--- src/rtl/alu_iterative_divider.sv ---
// ---------------------------------------------------------------------------
// alu_iterative_divider
//   32-bit RV32M divide/remainder unit (DIV, DIVU, REM, REMU) built around a
//   radix-2 restoring divider that retires one quotient bit per clock.
//   Signed operations divide operand magnitudes and fix the sign at the end.
//   Divide-by-zero and the signed overflow case bypass the iteration and
//   complete on the cycle after the start edge.
//
// Ports
//   i_clk     in   1   clock, rising edge
//   i_rst_n   in   1   asynchronous active-low reset
//   i_start   in   1   request, honoured only in IDLE or DONE
//   i_op      in   2   00 DIV, 01 DIVU, 10 REM, 11 REMU
//   i_a       in  32   dividend (rs1)
//   i_b       in  32   divisor  (rs2)
//   o_busy    out  1   high while iterating (CALC) or sign-fixing (FIX)
//   o_valid   out  1   one-cycle completion pulse (DONE)
//   o_result  out 32   quotient or remainder, held until the next result
//
// Also contains alu_carry_lookahead_subtractor, the single subtractor used
// by the iteration step.
// ---------------------------------------------------------------------------

// ---------------------------------------------------------------------------
// alu_carry_lookahead_subtractor
//   diff = a - b computed as a + ~b + 1 with 4-bit carry-lookahead groups
//   chained group to group.
//   a, b       in  32   operands
//   diff       out 32   a - b modulo 2^32
//   carry_out  out  1   1 when a >= b (no borrow)
// ---------------------------------------------------------------------------
module alu_carry_lookahead_subtractor (
    input  logic [31:0] a,
    input  logic [31:0] b,
    output logic [31:0] diff,
    output logic        carry_out
);
    logic [31:0] gen;
    logic [31:0] prop;
    logic [32:0] carry;

    assign gen  = a & ~b;
    assign prop = a ^ ~b;

    always_comb begin
        // NOTE: every combinational output gets a default first so no path
        // leaves it unassigned, which would infer a latch.
        carry    = '0;
        carry[0] = 1'b1;   // the +1 of the two's-complement subtraction
        for (int grp = 0; grp < 8; grp++) begin
            carry[4*grp+1] = gen[4*grp]
                           | (prop[4*grp] & carry[4*grp]);
            carry[4*grp+2] = gen[4*grp+1]
                           | (prop[4*grp+1] & gen[4*grp])
                           | (prop[4*grp+1] & prop[4*grp] & carry[4*grp]);
            carry[4*grp+3] = gen[4*grp+2]
                           | (prop[4*grp+2] & gen[4*grp+1])
                           | (prop[4*grp+2] & prop[4*grp+1] & gen[4*grp])
                           | (prop[4*grp+2] & prop[4*grp+1] & prop[4*grp] & carry[4*grp]);
            carry[4*grp+4] = gen[4*grp+3]
                           | (prop[4*grp+3] & gen[4*grp+2])
                           | (prop[4*grp+3] & prop[4*grp+2] & gen[4*grp+1])
                           | (prop[4*grp+3] & prop[4*grp+2] & prop[4*grp+1] & gen[4*grp])
                           | (prop[4*grp+3] & prop[4*grp+2] & prop[4*grp+1] & prop[4*grp]
                              & carry[4*grp]);
        end
    end

    assign diff      = prop ^ carry[31:0];
    assign carry_out = carry[32];
endmodule

module alu_iterative_divider (
    input  logic        i_clk,
    input  logic        i_rst_n,
    input  logic        i_start,
    input  logic [1:0]  i_op,
    input  logic [31:0] i_a,
    input  logic [31:0] i_b,
    output logic        o_busy,
    output logic        o_valid,
    output logic [31:0] o_result
);
    typedef enum logic [1:0] {
        S_IDLE = 2'd0,
        S_CALC = 2'd1,
        S_FIX  = 2'd2,
        S_DONE = 2'd3
    } state_t;

    state_t      state;
    state_t      state_next;

    // Captured operation context
    logic [1:0]  op_q;
    logic [31:0] dividend_q;   // magnitude; shifts out MSB-first, quotient bits shift in
    logic [31:0] divisor_q;    // magnitude
    logic [31:0] rem_q;        // partial remainder
    logic [5:0]  count_q;
    logic        quot_neg_q;
    logic        rem_neg_q;

    // ---------------- request decode ----------------
    logic        accept;
    logic        is_signed;
    logic        a_neg;
    logic        b_neg;
    logic [31:0] a_mag;
    logic [31:0] b_mag;
    logic        div_zero;
    logic        overflow;
    logic        special;
    logic [31:0] special_result;

    assign accept    = i_start && (state == S_IDLE || state == S_DONE);
    assign is_signed = ~i_op[0];
    assign a_neg     = is_signed & i_a[31];
    assign b_neg     = is_signed & i_b[31];
    // 0x80000000 negates to itself, which is the correct unsigned magnitude.
    assign a_mag     = a_neg ? (~i_a + 32'd1) : i_a;
    assign b_mag     = b_neg ? (~i_b + 32'd1) : i_b;
    assign div_zero  = (i_b == 32'd0);
    assign overflow  = is_signed && (i_a == 32'h8000_0000) && (i_b == 32'hFFFF_FFFF);
    assign special   = div_zero | overflow;

    always_comb begin
        special_result = 32'd0;
        if (div_zero) begin
            special_result = i_op[1] ? i_a : 32'hFFFF_FFFF;
        end else begin
            special_result = i_op[1] ? 32'd0 : 32'h8000_0000;
        end
    end

    // ---------------- one restoring step ----------------
    // The shifted remainder is 33 bits wide; when its top bit is set it is
    // certainly >= the divisor and the low 32 bits of the difference are
    // still exact modulo 2^32.
    logic [32:0] shifted;
    logic [31:0] step_diff;
    logic        step_no_borrow;
    logic        step_ge;

    assign shifted = {rem_q, dividend_q[31]};

    alu_carry_lookahead_subtractor u_sub (
        .a         (shifted[31:0]),
        .b         (divisor_q),
        .diff      (step_diff),
        .carry_out (step_no_borrow)
    );

    assign step_ge = shifted[32] | step_no_borrow;

    // ---------------- sign fix ----------------
    logic [31:0] fix_sel;
    logic        fix_neg;
    logic [31:0] fix_result;

    assign fix_sel    = op_q[1] ? rem_q : dividend_q;
    assign fix_neg    = op_q[1] ? rem_neg_q : quot_neg_q;
    assign fix_result = fix_neg ? (~fix_sel + 32'd1) : fix_sel;

    // ---------------- FSM ----------------
    always_ff @(posedge i_clk or negedge i_rst_n) begin
        // NOTE: sequential state uses non-blocking assignments so every
        // register samples pre-edge values regardless of statement order.
        if (!i_rst_n) begin
            state <= S_IDLE;
        end else begin
            state <= state_next;
        end
    end

    always_comb begin
        state_next = state;
        o_busy     = 1'b0;
        o_valid    = 1'b0;
        case (state)
            S_IDLE, S_DONE: begin
                o_valid = (state == S_DONE);
                if (accept) begin
                    state_next = special ? S_DONE : S_CALC;
                end else begin
                    state_next = S_IDLE;
                end
            end
            S_CALC: begin
                o_busy = 1'b1;
                if (count_q == 6'd31) begin
                    state_next = S_FIX;
                end
            end
            S_FIX: begin
                o_busy     = 1'b1;
                state_next = S_DONE;
            end
            default: state_next = S_IDLE;
        endcase
    end

    // ---------------- datapath ----------------
    always_ff @(posedge i_clk or negedge i_rst_n) begin
        // NOTE: every datapath register is cleared by reset so an aborted
        // operation leaves nothing behind for the next request.
        if (!i_rst_n) begin
            op_q       <= 2'd0;
            dividend_q <= 32'd0;
            divisor_q  <= 32'd0;
            rem_q      <= 32'd0;
            count_q    <= 6'd0;
            quot_neg_q <= 1'b0;
            rem_neg_q  <= 1'b0;
            o_result   <= 32'd0;
        end else if (accept) begin
            op_q       <= i_op;
            dividend_q <= a_mag;
            divisor_q  <= b_mag;
            rem_q      <= 32'd0;
            count_q    <= 6'd0;
            quot_neg_q <= a_neg ^ b_neg;
            rem_neg_q  <= a_neg;
            if (special) begin
                o_result <= special_result;
            end
        end else if (state == S_CALC) begin
            rem_q      <= step_ge ? step_diff : shifted[31:0];
            dividend_q <= {dividend_q[30:0], step_ge};
            count_q    <= count_q + 6'd1;
        end else if (state == S_FIX) begin
            o_result   <= fix_result;
        end
    end
endmodule

--- config.mk ---
export PLATFORM = sky130hd
export DESIGN_NAME = alu_iterative_divider
export DESIGN_NICKNAME = d
export VERILOG_FILES = /design/src/rtl/alu_iterative_divider.sv
export SDC_FILE = /design/constraint.sdc
export NUM_CORES = 1
export LEC_CHECK = 0
export CAP_MARGIN = 20
export CORE_MARGIN = 3
export CORE_UTILIZATION = 59
export DETAILED_ROUTE_END_ITERATION = 6
export DONT_BUFFER_PORTS = 1
export GPL_ROUTABILITY_DRIVEN = 0
export PLACE_DENSITY = 0.74
export SLEW_MARGIN = 10
export SYNTH_ARGS = -nofsm -noshare
export SYNTH_HDL_FRONTEND = slang
export SYNTH_SLANG_ARGS = --single-unit
--- constraint.sdc ---
create_clock -name i_clk -period 3.15 [get_ports i_clk]
set_clock_uncertainty 0.1 [all_clocks]
set_input_delay 0.4725 -clock i_clk [delete_from_list [all_inputs] [get_ports i_clk]]
set_output_delay 0.4725 -clock i_clk [all_outputs]
set_load 0.005 [all_outputs]
**After elaboration in Yosys (flattened, before gate mapping)**

Index checks and enable logic that the tools add are counted.

- Output and inout bits: 34
- Input port bits: 69
- Register bits: 140

- Bitwise logic cells: 217
- Eq/ne operators: 9
- Multiplexer cells: 25
- Reduce and logical (&&, ||, !) cells: 11
- $add $sub $neg: 4

Operator list:

| kind | count |
|---|---|
| $mux W32 | 16 |
| $not A32 Y32 | 4 |
| $and A1 B1 Y1 | 126 |
| $add A32 B1 Y32 const B | 3 |
| $or A1 B1 Y1 | 82 |
| $eq A32 B32 Y1 const B | 2 |
| $xor A32 B32 Y32 | 2 |
| $and A32 B32 Y32 | 1 |
| $logic_not A32 Y1 | 1 |
| $mux W6 | 2 |
| $add A6 B1 Y6 const B | 1 |
| $eq A6 B5 Y1 const B | 1 |
| $mux W2 | 3 |
| $pmux W2 S3 | 1 |
| $eq A2 B2 Y1 const B | 2 |
| $ne A2 B2 Y1 const B | 2 |
| $reduce_bool A2 Y1 | 2 |
| $reduce_or A2 Y1 | 2 |
| $logic_and A1 B1 Y1 | 3 |
| $mux W1 | 3 |
| $reduce_and A3 Y1 | 1 |
| $eq A2 B1 Y1 const B | 1 |
| $logic_not A2 Y1 | 1 |
| $ne A2 B1 Y1 const B | 1 |
| 3 further kinds | 3 |

**Logic depth before layout (Yosys ltp)**

Gate-level depths: netlist (run 1).

- Word-level depth: 25
- Mapped depth: 15
- Depth with buffers taken out: 11

**Hierarchy**

From an unflattened synthesis (run 1), not the netlist that was laid out.

- Cells, all modules: 1340
- Area total of the unflattened synthesis: 11177.0 µm²

By module, submodules not included:

| module | instances | cells an instance | area each (µm²) | seq. area each (µm²) |
|---|---|---|---|---|
| alu_iterative_divider | 1 | 1121 | 9601.7 | 3478.3 |
| alu_carry_lookahead_subtractor | 1 | 219 | 1575.3 | 0.0 |

**Worst setup path after synthesis (run 1)**

No wires, ideal clock.

- Kind: reg-to-reg
- Start: register op_q[1]
- End: register o_result[26]
- Stages on the path, launching flop included: 16
- Arrival time: 3.176 ns
- Required time: 2.929 ns
- Path slack: -0.247 ns
- Cell sequence: dfrtp_1 -> buf_2 -> buf_4 -> buf_2 -> buf_2 -> buf_2 -> buf_2 -> mux2i_1 -> ha_1 -> o221a_2 -> nand4_1 -> nor4b_2 -> a21oi_1 -> xnor2_1 -> a22oi_1 -> o21ai_1

- Longest elaborated chain between the ends: 7
- Elaborated cells between the ends (all ways): 8

RTL lines:

| item | RTL line | RTL |
|---|---|---|
| start: declaration | 95 | `logic [1:0] op_q;` |
| start signal: assignment | 216 | `op_q <= i_op;` |
| $mux W32 | 160 | `assign fix_sel = op_q[1] ? rem_q : dividend_q;` |
| $not A32 Y32 | 162 | `assign fix_result = fix_neg ? (~fix_sel + 32'd1) : fix_sel;` |
| $add A32 B1 Y32 | 162 |  |
| $mux W32 (*) | 162 |  |
| $mux W32 (*) | 230 | `end else if (state == S_FIX) begin` |
| $mux W32 (*) | 226 | `end else if (state == S_CALC) begin` |
| $mux W32 (*) | 215 | `end else if (accept) begin` |
| end signal: assignment | 224 | `o_result <= special_result;` |
| end signal: assignment | 231 | `o_result <= fix_result;` |
| end: declaration | 82 | `output logic [31:0] o_result` |

Mark *: on every way between the ends. The rest lies on a longest branch, timed or not. The select of a mux whose other input is x is not followed.
A chain may end at the register's enable or synchronous reset.

**Final worst setup path (run 1)**

- Start: register divisor_q[13]
- End: register rem_q[25]

- Longest elaborated chain between the ends: 18
- Elaborated cells between the ends (all ways): 26

RTL lines:

| item | RTL line | RTL |
|---|---|---|
| start: declaration | 97 | `logic [31:0] divisor_q;` |
| start signal: assignment | 218 | `divisor_q <= b_mag;` |
| $not A32 Y32 (*) | 42, 43 |  |
| $and A32 B32 Y32 / $xor A32 B32 Y32 (equally long branches) | 42, 43 |  |
| $and A1 B1 Y1, on equally long branches | 62, 63, 64 |  |
| $or A1 B1 Y1, or another cell as far along | 62 | `\| (prop[4*grp+3] & prop[4*grp+2] & gen[4*grp+1])` |
| $or A1 B1 Y1 / $and A1 B1 Y1 (equally long branches) | 63, 65 |  |
| $or A1 B1 Y1 (*) | 64 | `\| (prop[4*grp+3] & prop[4*grp+2] & prop[4*grp+1] & prop[4*grp]` |
| $and A1 B1 Y1 (*) | 65 | `& carry[4*grp]);` |
| $or A1 B1 Y1 (*) | 64 |  |
| [... 2 more ...] | -- |  |
| $and A1 B1 Y1 | 65 |  |
| $or A1 B1 Y1 | 64 |  |
| $and A1 B1 Y1 | 65 |  |
| $or A1 B1 Y1 | 64 |  |
| $or A1 B1 Y1 | 153 | `assign step_ge = shifted[32] \| step_no_borrow;` |
| $mux W32 (*) | 227 | `rem_q <= step_ge ? step_diff : shifted[31:0];` |
| $mux W32 (*) | 226 |  |
| $mux W32 (*) | 215 |  |
| end signal: assignment | 227 |  |
| end: declaration | 98 | `logic [31:0] rem_q;` |

Marked as above.

==> impl_metrics.json, run 1 <==
{
  "numCtsBuffers": 17,
  "worst_r2r_path_cells": 11,
  "syn-mean-instance-area_um2": 8.527,
  "floorplan.die.width_um": 139.3,
  "yosys-top-cells-count": "dfrtp_1, nand2_1, o21ai_0",
  "clock_latency_ns": 0.42,
  "worstMarginPinSlew_ns": 0.5648,
  "rows": 48,
  "grt_util_all_layers_pct": 28.67,
  "power.ir.vdd_worst_mv": 1.069,
  "placement.setup.worst_slack_ns": -0.01124,
  "p_int_uw": 7520,
  "die_y_um": 139.3,
  "reg2reg_from": "divisor_q[13]$_DFFE_PN0P_",
  "grt_max_degree": 140,
  "crit_buf_inv": 1,
  "first_global_vias": 8946,
  "placeableCoreArea_mm2": 0.01736,
  "drive_gt1_share_pct": 10.88,
  "synth-edff-count": 0,
  "dr.pass1.iters": 6,
  "timing.final.crit_period_ns": 3.165,
  "synthDistinctLibCells": 70,
  "drt-vias-per-instance": 6.242,
  "max-clock-path-buffers": 2,
  "detailedRoute.firstIterationViolations": 879,
  "worst-path-max-fanout": 4,
  "comb_power_share_pct": 62.2,
  "synth.net_count": 1347,
  "setup_viol_count_final": 1,
  "post-route-worst-setup-slack_ns": -0.01465,
  "drv_cap": 0,
  "power_per_cell_area_mw_per_mm2": 1161,
  "holdCritPathClass": "in2async",
  "cellLeakagePower_uw": 0.005013,
  "reg2reg_slack_ns": -0.01,
  "synth.ff_latch_count": 139,
  "relSlewSlack_pct": 62.06,
  "synthesis.instances": 1230,
  "reg2reg_to": "rem_q[25]$_DFFE_PN0P_",
  "switching_power_uw": 6075,
  "wire_length_of_the_first_global_routing_pass_um": 45670,
  "power.share.sequential_pct": 24.2,
  "nFillCells": 1431,
  "utilization_pct": 67.47,
  "num-nets-final": 1358,
  "share_clk_of_total_power_pct": 13.7,
  "drt.antenna.violating_nets": 0,
  "floorplan.initialDensity_pct": 60.43,
  "ys_warn_count": 0,
  "whs_ns": -0.3586,
  "asyncSetResetFlopFracSynth_pct": 100.0,
  "postLayoutCellArea_mm2": 0.01171,
  "n_antenna_cell": 0,
  "worst_setup_path_end_kind": "flop",
  "synth_sequential_area_ratio_pct": 33.16,
  "cp_cell_sequence": "inv_1, ha_1, and4_1, and3_1, a22o_2, o31a_1, nor2_2, o21bai_1, fa_1, xnor2_1, o311ai_0",
  "post_drt_wl_per_cell_um": 18.87,
  "num_vias": 9207,
  "area.growth.synth_to_final_pct": 11.64,
  "clock-root-buffer": "clkbuf_16",
  "num_io_pins": 103,
  "arrival_ns": 3.36,
  "clk_transition_reported_paths_ns": 0.06,
  "worst-endpoint-required_ns": 3.34,
  "unrepaired_setup_endpoints_after_global_routing": "true",
  "fmaxAchievable_ghz": 0.3160,
  "globalRoute.totalOverflow": 0,
  "place_area_mm2": 0.01104,
  "critical-path-slowest-cell": "fa_1",
  "ys.flop_type": "dfrtp_1",
  "run_status": "complete, but fails checks",
  "synthDominantAreaCellType": "dfrtp_1",
  "htree_depth": 4,
  "seqCellArea_mm2": 0.003481,
  "cts_tree": "yes",
  "remaining_drc_errors": 0,
  "antenna_violations_before_repair": 0,
  "top_delay_family_on_crit_path": "compound AO/OA/AOI/OAI gates",
  "half_perimeter_wire_length_after_placement_um": 19950,
  "syn-cell-area_mm2": 0.01049,
  "synth_top_cells_by_area": "dfrtp_1, mux2i_1, o21ai_0",
  "multiInputGateArea_mm2": 0.006623,
  "timing.critical_path.slowest_cell_delay_ns": 0.40,
  "violations_in_the_final_reports": "negative hold slack, negative setup slack",
  "worstSetupPathType": "reg2reg",
  "switching_share_pct": 44.68,
  "placement.io_buffers": 0,
  "die_area_mm2": 0.01941,
  "startpoint_type": "flop",
  "timing_hold_violations_final": 139,
  "cts.sinks": 139,
  "report.final.slew_viol_count": 0,
  "finalWirelength_um": 27830,
  "synth_top_cell_area_share_pct": 33.16,
  "min_period_over_period_pct": 100.5
}
==> timing repair <==
action                                  in CTS  in global routing
endpoints found under the setup margin       4                 35
pin swaps                                    0                  2
gates resized for setup                      1                 27
gates cloned                                 0                  2
endpoints found under the hold margin      139                139
setup buffers                                0                  0
==> flip-flops by register name, summed over array words and instances, names as in the netlist <==
name,flops
count_q,6
rem_neg_q,1
o_result,32
op_q,1
state,2
rem_q,32
quot_neg_q,1
divisor_q,32
dividend_q,32
==> power by group through the flow <==
stage	Clock (µW)	Combinational (µW)	Sequential (µW)
after floorplan	0	6070	3090
after global placement	0	7720	3270
after detailed placement	0	7910	3290
after CTS	1880	7990	3270
after global routing	1940	9400	3380
final	1860	8450	3280
==> worst max path at each step <==
stage	startpoint	end	slack [ns]	cells past startpoint
after floorplan	op_q[1]$_DFFE_PN0P_	o_result[26]$_DFFE_PN0P_	0.03	15
after global placement	i_b[0]	o_result[11]$_DFFE_PN0P_	0.06	11
after detailed placement	i_b[0]	o_result[8]$_DFFE_PN0P_	-0.01	11
after CTS	divisor_q[9]$_DFFE_PN0P_	rem_q[29]$_DFFE_PN0P_	0.02	11
after global routing	divisor_q[13]$_DFFE_PN0P_	rem_q[25]$_DFFE_PN0P_	-0.13	11
final	divisor_q[13]$_DFFE_PN0P_	rem_q[25]$_DFFE_PN0P_	-0.01	11
==> cell type report <==
class / instances / area share (%)
repair buffers: 65 / 5.353
clock buffers: 25 / 4.146
multi-input cells: 972 / 56.56
clock inverters: 3 / 0.3419
flip-flops and latches: 139 / 29.73
well taps: 225 / 2.404
inverters: 46 / 1.475
==> placed cells by master, fill, tap and decap left out, types with 9 or more instances in the layout <==
master,instances
a31oi_1,19
nand2b_1,37
xnor2_1,63
inv_1,45
o21ai_0,109
a211oi_1,12
o31ai_1,13
nor4_1,11
dfrtp_1,137
buf_4,54
a22oi_1,25
clkbuf_16,19
or3_1,10
o21ai_1,33
a21o_1,9
ha_1,38
nand4_1,19
a21oi_1,81
nor2_1,54
xor2_1,52
nor3_1,28
mux2i_1,69
nor2b_1,16
nand2_1,138
==> metrics by stage <==
stage                     setup TNS [ns]  hold slack [ns]  std cells  power [µW]
after global placement                 0          0.08436       1445       10990
after detailed placement        -0.01124          0.08371       1445       11200
after floorplan                        0          0.07691       1230        9159
final                           -0.01465          -0.3586       1475       13600
after CTS                              0          -0.3652       1473       13130
after global routing             -0.1882          -0.3720       1475       14720
==> cell families after synthesis <==
| group | after synthesis | share of synthesized area [%] |
|---|---|---|
| AO/OA/AOI/OAI | 355 | 20.51 |
| AND/OR/NAND/NOR | 378 | 18.42 |
| buffers and inverters | 119 | 4.772 |
| adder cells (fa/ha/maj) | 48 | 6.227 |
| flip-flops | 139 | 33.16 |
| XOR/XNOR | 115 | 9.603 |
| multiplexers | 76 | 7.312 |
==> routing by layer <==
metal	up-vias	wire, µm	global-route usage, %
li1	4443	-	-
met1	4407	11860	37.71
met2	287	13800	48.17
met3	70	1245	4.708
met4	0	934	10.04
met5	-	0	0
==> worst reg2reg max path, stage by stage, from the launching register on <==
cell and delay, ns:
dfrtp_1 0.39, inv_1 0.07, ha_1 0.35, and4_1 0.18, and3_1 0.19, a22o_2 0.28
o31a_1 0.31, nor2_2 0.16, o21bai_1 0.11, fa_1 0.40, xnor2_1 0.17, o311ai_0 0.33
(Power assumes the default switching activity.)
==> run 2, diff against run 1 <==
- CORE_ASPECT_RATIO: not set -> 0.5
==> run 2 against run 1 <==
  * The run ends with negative hold slack left
  * Clock-buffer cell count down 5
  * Clock power grew 9%
  * Sequential share of layout area about the same
  * Critical path type unchanged
  * Largest cell class unchanged
==> impl_metrics.json, run 2 (synthesis gave the netlist of run 1 again) <==
{
  "startpoint_type": "flop",
  "wire_length_of_the_first_global_routing_pass_um": 47600,
  "place_area_mm2": 0.01103,
  "worstMarginPinSlew_ns": 0.7281,
  "placement.io_buffers": 0,
  "arrival_ns": 3.30,
  "worst-endpoint-required_ns": 3.41,
  "max-clock-path-buffers": 2,
  "grt_max_degree": 140,
  "postLayoutCellArea_mm2": 0.01170,
  "nFillCells": 1324,
  "n_antenna_cell": 0,
  "worstSetupPathType": "reg2reg",
  "critical_path.most_common_cell": "buf_4",
  "power.ir.vdd_worst_mv": 0.5299,
  "numCtsBuffers": 17,
  "power_per_cell_area_mw_per_mm2": 1178,
  "cts.sinks": 139,
  "timing.critical_path.slowest_cell_delay_ns": 0.44,
  "fmaxAchievable_ghz": 0.3281,
  "setup_viol_count_final": 0,
  "num_vias": 9483,
  "drt-vias-per-instance": 6.382,
  "most_frequent_cells_in_the_layout": "nand2_1, dfrtp_1, o21ai_0",
  "detailedRoute.firstIterationViolations": 843,
  "worst_setup_path_end_kind": "flop",
  "dr.pass1.iters": 5,
  "crit_buf_inv": 3,
  "area.growth.synth_to_final_pct": 11.57,
  "report.final.slew_viol_count": 0,
  "floorplan.initialDensity_pct": 62.11,
  "drv_cap": 0,
  "num-nets-final": 1364,
  "violations_in_the_final_reports": "negative hold slack",
  "post_drt_wl_per_cell_um": 20.25,
  "cts_tree": "yes",
  "whs_ns": -0.3697,
  "rows": 33,
  "holdCritPathClass": "in2async",
  "top_delay_family_on_crit_path": "simple AND/OR/NAND/NOR gates",
  "grt_util_all_layers_pct": 30.69,
  "run_status": "complete, but fails checks",
  "cellLeakagePower_uw": 0.005042,
  "remaining_drc_errors": 0,
  "half_perimeter_wire_length_after_placement_um": 22190,
  "clock-root-buffer": "clkbuf_16",
  "drive_gt1_share_pct": 10.96,
  "timing_hold_violations_final": 139,
  "placeableCoreArea_mm2": 0.01689,
  "min_period_over_period_pct": 96.77,
  "finalWirelength_um": 30090,
  "post-route-worst-setup-slack_ns": 0.1017,
  "critical-path-slowest-cell": "dfrtp_2",
  "drt.antenna.violating_nets": 0,
  "num_io_pins": 103,
  "die_y_um": 100.3,
  "die_area_mm2": 0.01951,
  "first_global_vias": 8817,
  "cp_cell_sequence": "buf_2, buf_4, or3_1, a222oi_1, nand4_1, buf_4, nor4b_4, a21oi_1, xnor2_1, a22oi_1, o21ai_1",
  "clock_latency_ns": 0.43,
  "floorplan.die.width_um": 194.6,
  "globalRoute.totalOverflow": 0,
  "antenna_violations_before_repair": 0,
  "relSlewSlack_pct": 50.95,
  "htree_depth": 4,
  "clk_transition_reported_paths_ns": 0.07,
  "placement.setup.worst_slack_ns": -0.01747,
  "worst-path-max-fanout": 6,
  "timing.final.crit_period_ns": 3.048
}
==> run 2: worst reg2reg max path, delay by kind of cell, from the launching register on <==
| family | cells | cell delay [ns] |
|---|---|---|
| buffers and inverters | 3 | 0.52 |
| XOR/XNOR | 1 | 0.31 |
| flip-flops | 1 | 0.44 |
| AO/OA/AOI/OAI | 4 | 0.79 |
| AND/OR/NAND/NOR | 3 | 0.81 |
==> run 2: stage by stage <==
stage          util (%)  total power (µW)  TNS [ns]  hold slack [ns]  cells
6_report          69.30             13780         0          -0.3697   1486
4_1_cts           68.73             13470         0          -0.3683   1480
2_1_floorplan         -              9159         0          0.07691   1230
5_1_grt           69.30             14780  -0.09133          -0.3811   1486
3_3_place_gp      65.31             11080         0          0.07967   1449
3_5_place_dp      65.31             11350  -0.02266          0.07980   1449
==> run 2: layout make-up <==
cell class / count / area [µm²] / share of cell area (%)
Timing Repair Buffer: 71 / 613.1 / 5.239
Sequential cell: 139 / 3480 / 29.73
Inverter: 46 / 172.7 / 1.475
Clock buffer: 20 / 456.7 / 3.902
Tap cell: 227 / 284.0 / 2.427
Clock inverter: 11 / 121.4 / 1.037
Multi-Input combinational cell: 972 / 6575 / 56.19
==> run 2: report_power, final <==
group / internal [µW] / leakage (µW) / switching [µW]
registers: 2580 / 0.00176 / 696
logic: 3640 / 0.00302 / 4840
clock network: 1200 / 0.000270 / 834
total: 7410 / 0.00504 / 6370
==> run 2: metal layers <==
layer | GRT usage [%] | vias up | part of all wire [%]
met5 | 0 | - | 0
met4 | 5.237 | 0 | 0.91
met3 | 9.893 | 33 | 13
met2 | 42.41 | 468 | 39
met1 | 47.17 | 4546 | 47
li1 | - | 4436 | -
==> run 2: path summary, 6_finish.rpt <==
kind                                             to  cells after the start                      from  slack [ns]
max                        o_result[28]$_DFFE_PN0P_                     11       op_q[1]$_DFFE_PN0P_        0.10
min                         o_result[9]$_DFFE_PN0P_                      0                   i_rst_n       -0.37
max reg2reg                o_result[28]$_DFFE_PN0P_                     11       op_q[1]$_DFFE_PN0P_        0.10
min reg2reg                divisor_q[8]$_DFFE_PN0P_                      2  divisor_q[8]$_DFFE_PN0P_        0.38
max in group asynchronous       op_q[1]$_DFFE_PN0P_                      0                   i_rst_n        3.03
min in group i_clk           quot_neg_q$_DFFE_PN0P_                      1                   i_op[0]        0.05
==> run 2: what timing repair did <==
action | in CTS | in global routing
setup buffers | 0 | 6
hold endpoints to repair | 139 | 139
endpoints found under the setup margin | 0 | 35
gates resized for setup | 0 | 14
==> run 3, diff against run 2 <==
- CAP_MARGIN: 20 -> 40
==> results of run 3 <==
The final DEF is identical to that of run 2; final timing and power are the same.
